File: config.mk
export PLATFORM = sky130hd
export DESIGN_NAME = bus_dma
export DESIGN_NICKNAME = d
export VERILOG_FILES = /design/src/rtl/bus_dma.sv
export SDC_FILE = /design/constraint.sdc
export NUM_CORES = 1
export LEC_CHECK = 0
export ABC_AREA = 1
export CELL_PAD_IN_SITES_DETAIL_PLACEMENT = 1
export CELL_PAD_IN_SITES_GLOBAL_PLACEMENT = 2
export CORE_MARGIN = 2
export CORE_UTILIZATION = 32
export DETAILED_ROUTE_END_ITERATION = 12
export GPL_ROUTABILITY_DRIVEN = 0
export GPL_TIMING_DRIVEN = 0
export PLACE_DENSITY_LB_ADDON = 0.15
export SYNTH_ARGS = -nofsm -noshare
export SYNTH_HDL_FRONTEND = slang
export SYNTH_SLANG_ARGS = --single-unit
File: constraint.sdc
create_clock -name CLK -period 6 [get_ports CLK]
set_clock_uncertainty 0.2 [all_clocks]
set_input_delay 0.6 -clock CLK [delete_from_list [all_inputs] [get_ports CLK]]
set_output_delay 0.6 -clock CLK [all_outputs]
set_load 0.01 [all_outputs]
File: src/rtl/bus_dma.sv
// bus_dma: bus initiator for the 8-bit data memory/IO block.
// Runs an ascending block copy (read/write pairs) or a constant fill of LEN
// bytes, then pulses DONE for one cycle. All outputs are registered: the
// next-state logic also computes the bus values for the coming cycle.
// Optional macro BUS_DMA_VERIFY_EN adds a read-back (VF) cycle after each
// write below the IO range and a sticky ERR flag for mismatches.
module bus_dma #(
    parameter int AW = 8,
    parameter int DW = 8
) (
    input  logic          CLK,
    input  logic          RESET_N,
    input  logic          START,
    input  logic          MODE,
    input  logic [AW-1:0] SRC,
    input  logic [AW-1:0] DST,
    input  logic [AW-1:0] LEN,
    input  logic [DW-1:0] FILL,
    output logic          BUSY,
    output logic          DONE,
    output logic          ERR,
    output logic [AW-1:0] ADDR,
    output logic [DW-1:0] DATA,
    output logic          MW,
    input  logic [DW-1:0] Q
);
`ifdef BUS_DMA_VERIFY_EN
    // Addresses at or above this are IO registers and are never read back.
    localparam logic [AW-1:0] IO_BASE = AW'(248);
`endif

    typedef enum logic [2:0] {
        IDLE, RD, WR, FIN
`ifdef BUS_DMA_VERIFY_EN
        , VF
`endif
    } state_t;

    state_t        state, state_n;
    logic [AW-1:0] src_ptr, src_n, dst_ptr, dst_n, rem, rem_n;
    logic [DW-1:0] dbuf, dbuf_n, fill_q, fill_n;
    logic          mode_q, mode_n;
    logic [AW-1:0] addr_n;
    logic [DW-1:0] data_n;
    logic          mw_n, busy_n, done_n;
`ifdef BUS_DMA_VERIFY_EN
    logic          err_set;
`endif

    // Next state, datapath updates, and the registered bus values for the next cycle.
    always_comb begin
        state_n = state;
        src_n   = src_ptr;
        dst_n   = dst_ptr;
        rem_n   = rem;
        dbuf_n  = dbuf;
        fill_n  = fill_q;
        mode_n  = mode_q;
        addr_n  = '0;
        data_n  = DATA;
        mw_n    = 1'b0;
`ifdef BUS_DMA_VERIFY_EN
        err_set = 1'b0;
`endif
        case (state)
            IDLE: begin
                if (START) begin
                    src_n  = SRC;
                    dst_n  = DST;
                    rem_n  = LEN;
                    fill_n = FILL;
                    mode_n = MODE;
                    if (LEN == '0)  state_n = FIN;
                    else if (MODE)  state_n = WR;
                    else            state_n = RD;
                end
            end
            RD: begin
                dbuf_n  = Q;
                src_n   = src_ptr + 1'b1;
                state_n = WR;
            end
            WR: begin
                dst_n = dst_ptr + 1'b1;
                rem_n = rem - 1'b1;
`ifdef BUS_DMA_VERIFY_EN
                // ADDR still holds the address being written this cycle.
                if (ADDR < IO_BASE) state_n = VF;
                else
`endif
                if (rem_n == '0)    state_n = FIN;
                else if (mode_q)    state_n = WR;
                else                state_n = RD;
            end
`ifdef BUS_DMA_VERIFY_EN
            VF: begin
                // DATA is held from the write cycle, so it is the byte to compare.
                if (Q != DATA) err_set = 1'b1;
                if (rem == '0)      state_n = FIN;
                else if (mode_q)    state_n = WR;
                else                state_n = RD;
            end
`endif
            FIN:     state_n = IDLE;
            default: state_n = IDLE;
        endcase

        case (state_n)
            RD: addr_n = src_n;
            WR: begin
                addr_n = dst_n;
                data_n = mode_n ? fill_n : dbuf_n;
                mw_n   = 1'b1;
            end
`ifdef BUS_DMA_VERIFY_EN
            VF: addr_n = ADDR;
`endif
            default: ;
        endcase
    end

    assign busy_n = (state_n == RD) || (state_n == WR)
`ifdef BUS_DMA_VERIFY_EN
                    || (state_n == VF)
`endif
                    ;
    assign done_n = (state_n == FIN);

    // State, datapath and output registers; reset aborts any transfer at once.
    always_ff @(posedge CLK or negedge RESET_N) begin
        if (!RESET_N) begin
            state   <= IDLE;
            src_ptr <= '0;
            dst_ptr <= '0;
            rem     <= '0;
            dbuf    <= '0;
            fill_q  <= '0;
            mode_q  <= 1'b0;
            ADDR    <= '0;
            DATA    <= '0;
            MW      <= 1'b0;
            BUSY    <= 1'b0;
            DONE    <= 1'b0;
        end else begin
            state   <= state_n;
            src_ptr <= src_n;
            dst_ptr <= dst_n;
            rem     <= rem_n;
            dbuf    <= dbuf_n;
            fill_q  <= fill_n;
            mode_q  <= mode_n;
            ADDR    <= addr_n;
            DATA    <= data_n;
            MW      <= mw_n;
            BUSY    <= busy_n;
            DONE    <= done_n;
        end
    end

`ifdef BUS_DMA_VERIFY_EN
    // Sticky read-back error, cleared when a new command is accepted.
    always_ff @(posedge CLK or negedge RESET_N) begin
        if (!RESET_N)                    ERR <= 1'b0;
        else if (state == IDLE && START) ERR <= 1'b0;
        else if (err_set)                ERR <= 1'b1;
    end
`else
    assign ERR = 1'b0;
`endif

endmodule

Word-level counts from Yosys, hierarchy flattened
Index checks and enable logic that the tools add are counted.

RAM bits: 0. Memories kept: 0. Latch bits: 0. Memory bits (read-only): 0. Bits of input ports: 44. Output and inout port bits: 20. Register bits after elaboration: 63. Word-level logic and storage cells: 47.

Divide/modulo/power cells: 0. Bitwise gates (word level): 0. Shift operators: 0. Multiply operators: 0. Order comparisons: 0. Eq/ne operators: 6. $add $sub $neg: 3. Mux-type cells: 20. Reductions and logical operators: 6.

Operator list (count): case mux 8 bit (2 select lines) (4); two-way mux 8 bit (7); adder 8 x 1 -> 8 bit (second input constant) (2); zero test 8 bit (2); equality test 3 x 2 -> 1 bit (second input constant) (3); case mux 3 bit (3 select lines) (1); two-way mux 2 bit (4); subtractor 8 x 1 -> 8 bit (second input constant) (1); equality test 3 x 1 -> 1 bit (second input constant) (2); zero test 3 bit (1); two-way mux 1 bit (3); two-way mux 3 bit (1); inequality test 2 bit (second input constant) (1); AND reduction 2 bit (1); nonzero test 2 bit (1); logical OR 1 bit (1).

Logic depth before layout (Yosys ltp)
Depth after elaboration: 6. Gate-level depth with buffers: 16. Depth with buffers taken out: 15.

Least setup slack after synthesis
No wires, ideal clock.

Path kind: register to register. Start: reg rem[0]. End: reg DATA[0]. Data arrival time: 1.706 ns. Cell stages (with the launch flop): 17. Buffers on the path: 1. Setup time: 0.117 ns. Setup slack: 3.977 ns. Period minus slack after synthesis: 2.023 ns. Data required time: 5.683 ns. Path through: dfrtp_1 inv_1 ha_1 inv_1 nand2_1 nand3_1 nor2_1 nand2_1 nor2_1 nand2_2 nand2_1 nand2_1 nand2_1 buf_6 nand2_4 nand2_1 nand2_1.

Longest elaborated chain between the ends: 5.

RTL lines: start: declaration (line 40) `logic [AW-1:0] src_ptr, src_n, dst_ptr, dst_n, rem, rem_n;`; start signal: assignment (line 148) `rem <= rem_n;`; subtractor 8 x 1 -> 8 bit (line 85) `rem_n = rem - 1'b1;`; zero test 8 bit (line 91) `if (rem_n == '0) state_n = FIN;`; two-way mux 2 bit (line 91); case mux 3 bit (3 select lines) (line 65) `case (state)`; equality test 3 x 2 -> 1 bit (line 108) `case (state_n)`; end signal: assignment (line 153) `DATA <= data_n;`; end: declaration (line 23) `output logic [DW-1:0] DATA,`.

Every way passes these cells. A chain may end at the register's enable or synchronous reset.

Final worst setup path
Start: reg rem[0]. End: reg ADDR[2].

Longest elaborated chain between the ends: 6. Elaborated cells on any way between the ends: 7. Classes of those cells: add/sub (1); eq/ne (2); mux (3); reduce/logical (1).

RTL lines: subtractor 8 x 1 -> 8 bit (*) (line 85); zero test 8 bit (*) (line 91); two-way mux 2 bit (*) (line 91); case mux 3 bit (3 select lines) (*) (line 65); equality test 3 x 2 -> 1 bit or equality test 3 x 1 -> 1 bit (tied branches) (line 108); case mux 8 bit (2 select lines) (*) (line 108); named net addr_n[2] (line 43) `logic [AW-1:0] addr_n;`; end signal: assignment (line 152) `ADDR <= addr_n;`; end: declaration (line 22) `output logic [AW-1:0] ADDR,`.

Mark *: on every way through the listed nets, which the timed path passes. The rest lies on a longest branch.

==> metrics.md <==
| Metric | Value |
|---|---|
| Status | `finished clean` |
| Nets | `approximately 540` |
| Pre-CTS setup slack | `about 3100 ps` |
| Part of the power in registers | `approximately 40%` |
| RSZ-0062 raised after global routing | `false` |
| Max clock buf depth | `2` |
| Fin. max-slew vios | `0` |
| Initial Util | `between 30% and 40%` |
| Crit-path slowest cell | `dfrtp_1` |
| Ys Warns | `0` |
| Clk pwr share | `a little under a quarter` |
| Io pins | `64` |
| Syn_area_per_cell | `roughly 8 um2` |
| CTS root buf | `clkbuf_8` |
| Fmax | `approximately 410 MHz` |
| CP max FO | `10` |
| Worst-path cell chain | `inv_1 > ha_1 > inv_1 > nand2_1 > nand3_1 > nor2_1 > nand2_1 > nor2_1 > nand2_2 > nand2_1 > nand2_1 > nand2_1 > buf_6 > inv_2 > nand3_1 > nand2_1` |
| 1st-iter DRT viols | `74` |
| Post-CTS setup buffers | `0` |
| Switching part of the total power | `37.7%` |
| Reg-to-reg startpoint | `rem[0]$_DFFE_PN0P_` |
| Via count | `slightly below 3,000` |
| Share of cells above drive strength 1 | `approximately an eighth` |
| CP Depth | `16` |
| Mapped Cells | `414` |
| Seq cells post-synth | `63` |
| Final WL | `around 9300 um` |
| Global Route Usage Sum | `17.5%` |
| Via density | `4.68` |
| CP max stage delay | `~390 ps` |
| Crit path kind | `reg -> reg` |
| CTS tree | `yes` |
| CP endpoint kind | `flip-flop` |
| H-tree Lvls | `3` |
| Depth of the most critical reg-to-reg path | `16` |
| CP bufs+invs | `4` |
| Most frequent CP cell | `nand2_1` |
| Max IR drop VDD | `~140 uV` |
| Hold WC Path Type | `in -> async` |
| Final hold slack | `approximately 150 ps` |
| Critical path arrival | `between 2000 and 2500 ps` |
| Psw | `around 0.62 mW` |
| Final hold vios | `0` |
| Row Count | `37` |
| Power density cells | `between 300 and 400 nW/um2` |
| Clock transition at the registers of the reported paths | `around 80 ps` |
| Logic gate share of total power | `a little under two fifths` |
| TritonCTS Buffers | `9` |
| Max Cap Viol | `0` |
| Die width | `between 100 and 150 um` |
| PortBufs | `between 60 and 70` |
| Gr ovfl total | `0` |
| First-pass GRT wire length | `about 15,000 um` |
| Crit path time final | `between 2000 and 2500 ps` |
| Initial antenna violation count | `0` |
| Critical path startpoint | `rem[0]$_DFFE_PN0P_` |
| Mapped cell area | `around 3300 um2` |
| Antenna Cells | `0` |
| Worst slew pin tran | `approximately 840 ps` |
| Final count of negative-setup-slack endpoints | `0` |
| Startpoint types | `flip-flop` |
| Die height | `between 100 and 150 um` |
| DRC violations left | `0` |
| Post-synthesis sequential area ratio | `between 40% and 50%` |
| DRT antenna net count | `0` |
| Worst Slack Setup Final | `between 3000 and 4000 ps` |
| Netlist cell types | `33` |
| Sum of negative setup slack | `0 ps` |
| Vias in the first global route | `between 3,000 and 4,000` |
| Worst skew pair latency | `roughly 350 ps` |
| DIE AREA | `between 10,000 and 15,000 um2` |
| Largest net degree at the start of global routing | `64` |
| CTS Sinks | `63` |
| P_leak | `about 2.1 nW` |
| CP Data Required Time | `between 6000 and 7000 ps` |
| Post-CTS sizing | `0` |
| Internal Power | `~1.0 mW` |
| Final Cycle Share | `~40%` |
| Slew headroom | `44.0%` |
| DRT Pass-1 Iters | `4` |
| Half-perimeter wire length after placement | `just under 7000 um` |
| Routed WL per cell | `14.8 um` |
| Largest delay share family, worst path | `simple AND/OR/NAND/NOR gates` |
| Area growth syn-to-layout | `29.9%` |
| Core area | `10,200 um2` |
| Post-CTS Hold Fix Bufs | `0` |
## synthesized netlist by cell type (all sizes together)
cell type | instances | share of area, %
o211ai | 5 | 1.3
ha | 4 | 1.5
or2 | 4 | 0.76
buf | 12 | 2.8
inv | 56 | 6.4
a21oi | 13 | 2.6
dfrtp | 63 | 48
and2 | 8 | 1.5
nand2 | 137 | 17
a211oi | 1 | 0.23
conb | 1 | 0.11
nand4 | 4 | 0.76
o22ai | 2 | 0.38
o21ai | 20 | 3.0
a22oi | 2 | 0.45
xor2 | 3 | 0.79
a41oi | 1 | 0.26
nor2 | 26 | 4.0
o221ai | 8 | 2.1
nand3 | 44 | 6.8
## registers in the layout, indices dropped and copies added (netlist names)
register and flops:
state 3, dst_ptr 8, BUSY 1, MW 1, ADDR 8, rem 8, dbuf 8, src_ptr 8
DATA 8, fill_q 8, DONE 1, mode_q 1
## power by group through the flow
stage               logic [mW]  clock network, mW  registers, mW
floorplan                0.380                  0          0.663
global placement         0.605                  0          0.662
detailed placement       0.623                  0          0.667
CTS                      0.627              0.391          0.660
global route             0.698              0.412          0.676
finish                   0.613              0.381          0.659
## layout make-up
type / instances / area, um2
Buffer: 12 / 92.6
Clock buffer: 11 / 141
Clock inverter: 5 / 57.6
Fill cell: 1256 / 5880
Inverter: 56 / 213
Multi-Input combinational cell: 284 / 1430
Sequential cell: 63 / 1580
Tap cell: 136 / 170
Timing Repair Buffer: 62 / 618
## cell families (layout without fill, tap and decap cells)
family	Yosys count	after routing	synth area share (%)
AO/OA/AOI/OAI	52	52	10.4
other	1	2	0.113
flip-flops	63	63	47.6
XOR/XNOR	3	3	0.794
adder cells (fa/ha/maj)	4	4	1.51
AND/OR/NAND/NOR	223	223	30.3
buffers and inverters	68	146	9.22
## final timing paths
| kind | slack (ps) | to |
|---|---|---|
| max in group asynchronous | 4900 | fill_q[0]$_DFF_PN0_ |
| hold reg to reg | 280 | DATA[3]$_DFFE_PN0N_ |
| hold / removal | 150 | rem[2]$_DFFE_PN0P_ |
| setup / recovery | 3570 | ADDR[2]$_DFF_PN0_ |
| min in group CLK | 280 | DATA[3]$_DFFE_PN0N_ |
| setup reg to reg | 3570 | ADDR[2]$_DFF_PN0_ |
## cells in the final DEF, fill, tap and decap left out, types with 5 or more instances in the layout
cell,n
a21oi_1,11
and2_1,8
buf_2,5
clkbuf_8,10
clkdlybuf4s50_1,61
dfrtp_1,63
inv_1,44
inv_2,11
nand2_1,128
nand2_2,7
nand3_1,43
nor2_1,20
o21ai_0,18
o221ai_1,8
## worst register-to-register path, stage by stage (launching register included)
cell and delay, ps:
dfrtp_1 390, inv_1 170, ha_1 280, inv_1 60, nand2_1 70, nand3_1 80
nor2_1 130, nand2_1 70, nor2_1 130, nand2_2 70, nand2_1 60, nand2_1 50
nand2_1 110, buf_6 160, inv_2 110, nand3_1 110, nand2_1 60
## layer usage
layer / global-route usage, % / vias to the layer above / share of wire (%)
met4: 5.08 / 0 / 1.2
met2: 29.9 / 55 / 48
li1: - / 1469 / -
met1: 21.9 / 1406 / 46
met5: 0 / - / 0
met3: 4.33 / 12 / 4.3
## per-stage QoR
step	instances	instance area, um2	utilization, %	power (mW)
after floorplan	415	3310	-	1.04
after global placement	613	4100	40.3	1.27
after detailed placement	613	4100	40.3	1.29
after CTS	629	4300	42.2	1.68
after global routing	629	4300	42.2	1.79
final	629	4300	42.2	1.65
No activity file was read; power rests on OpenSTA's default activity.
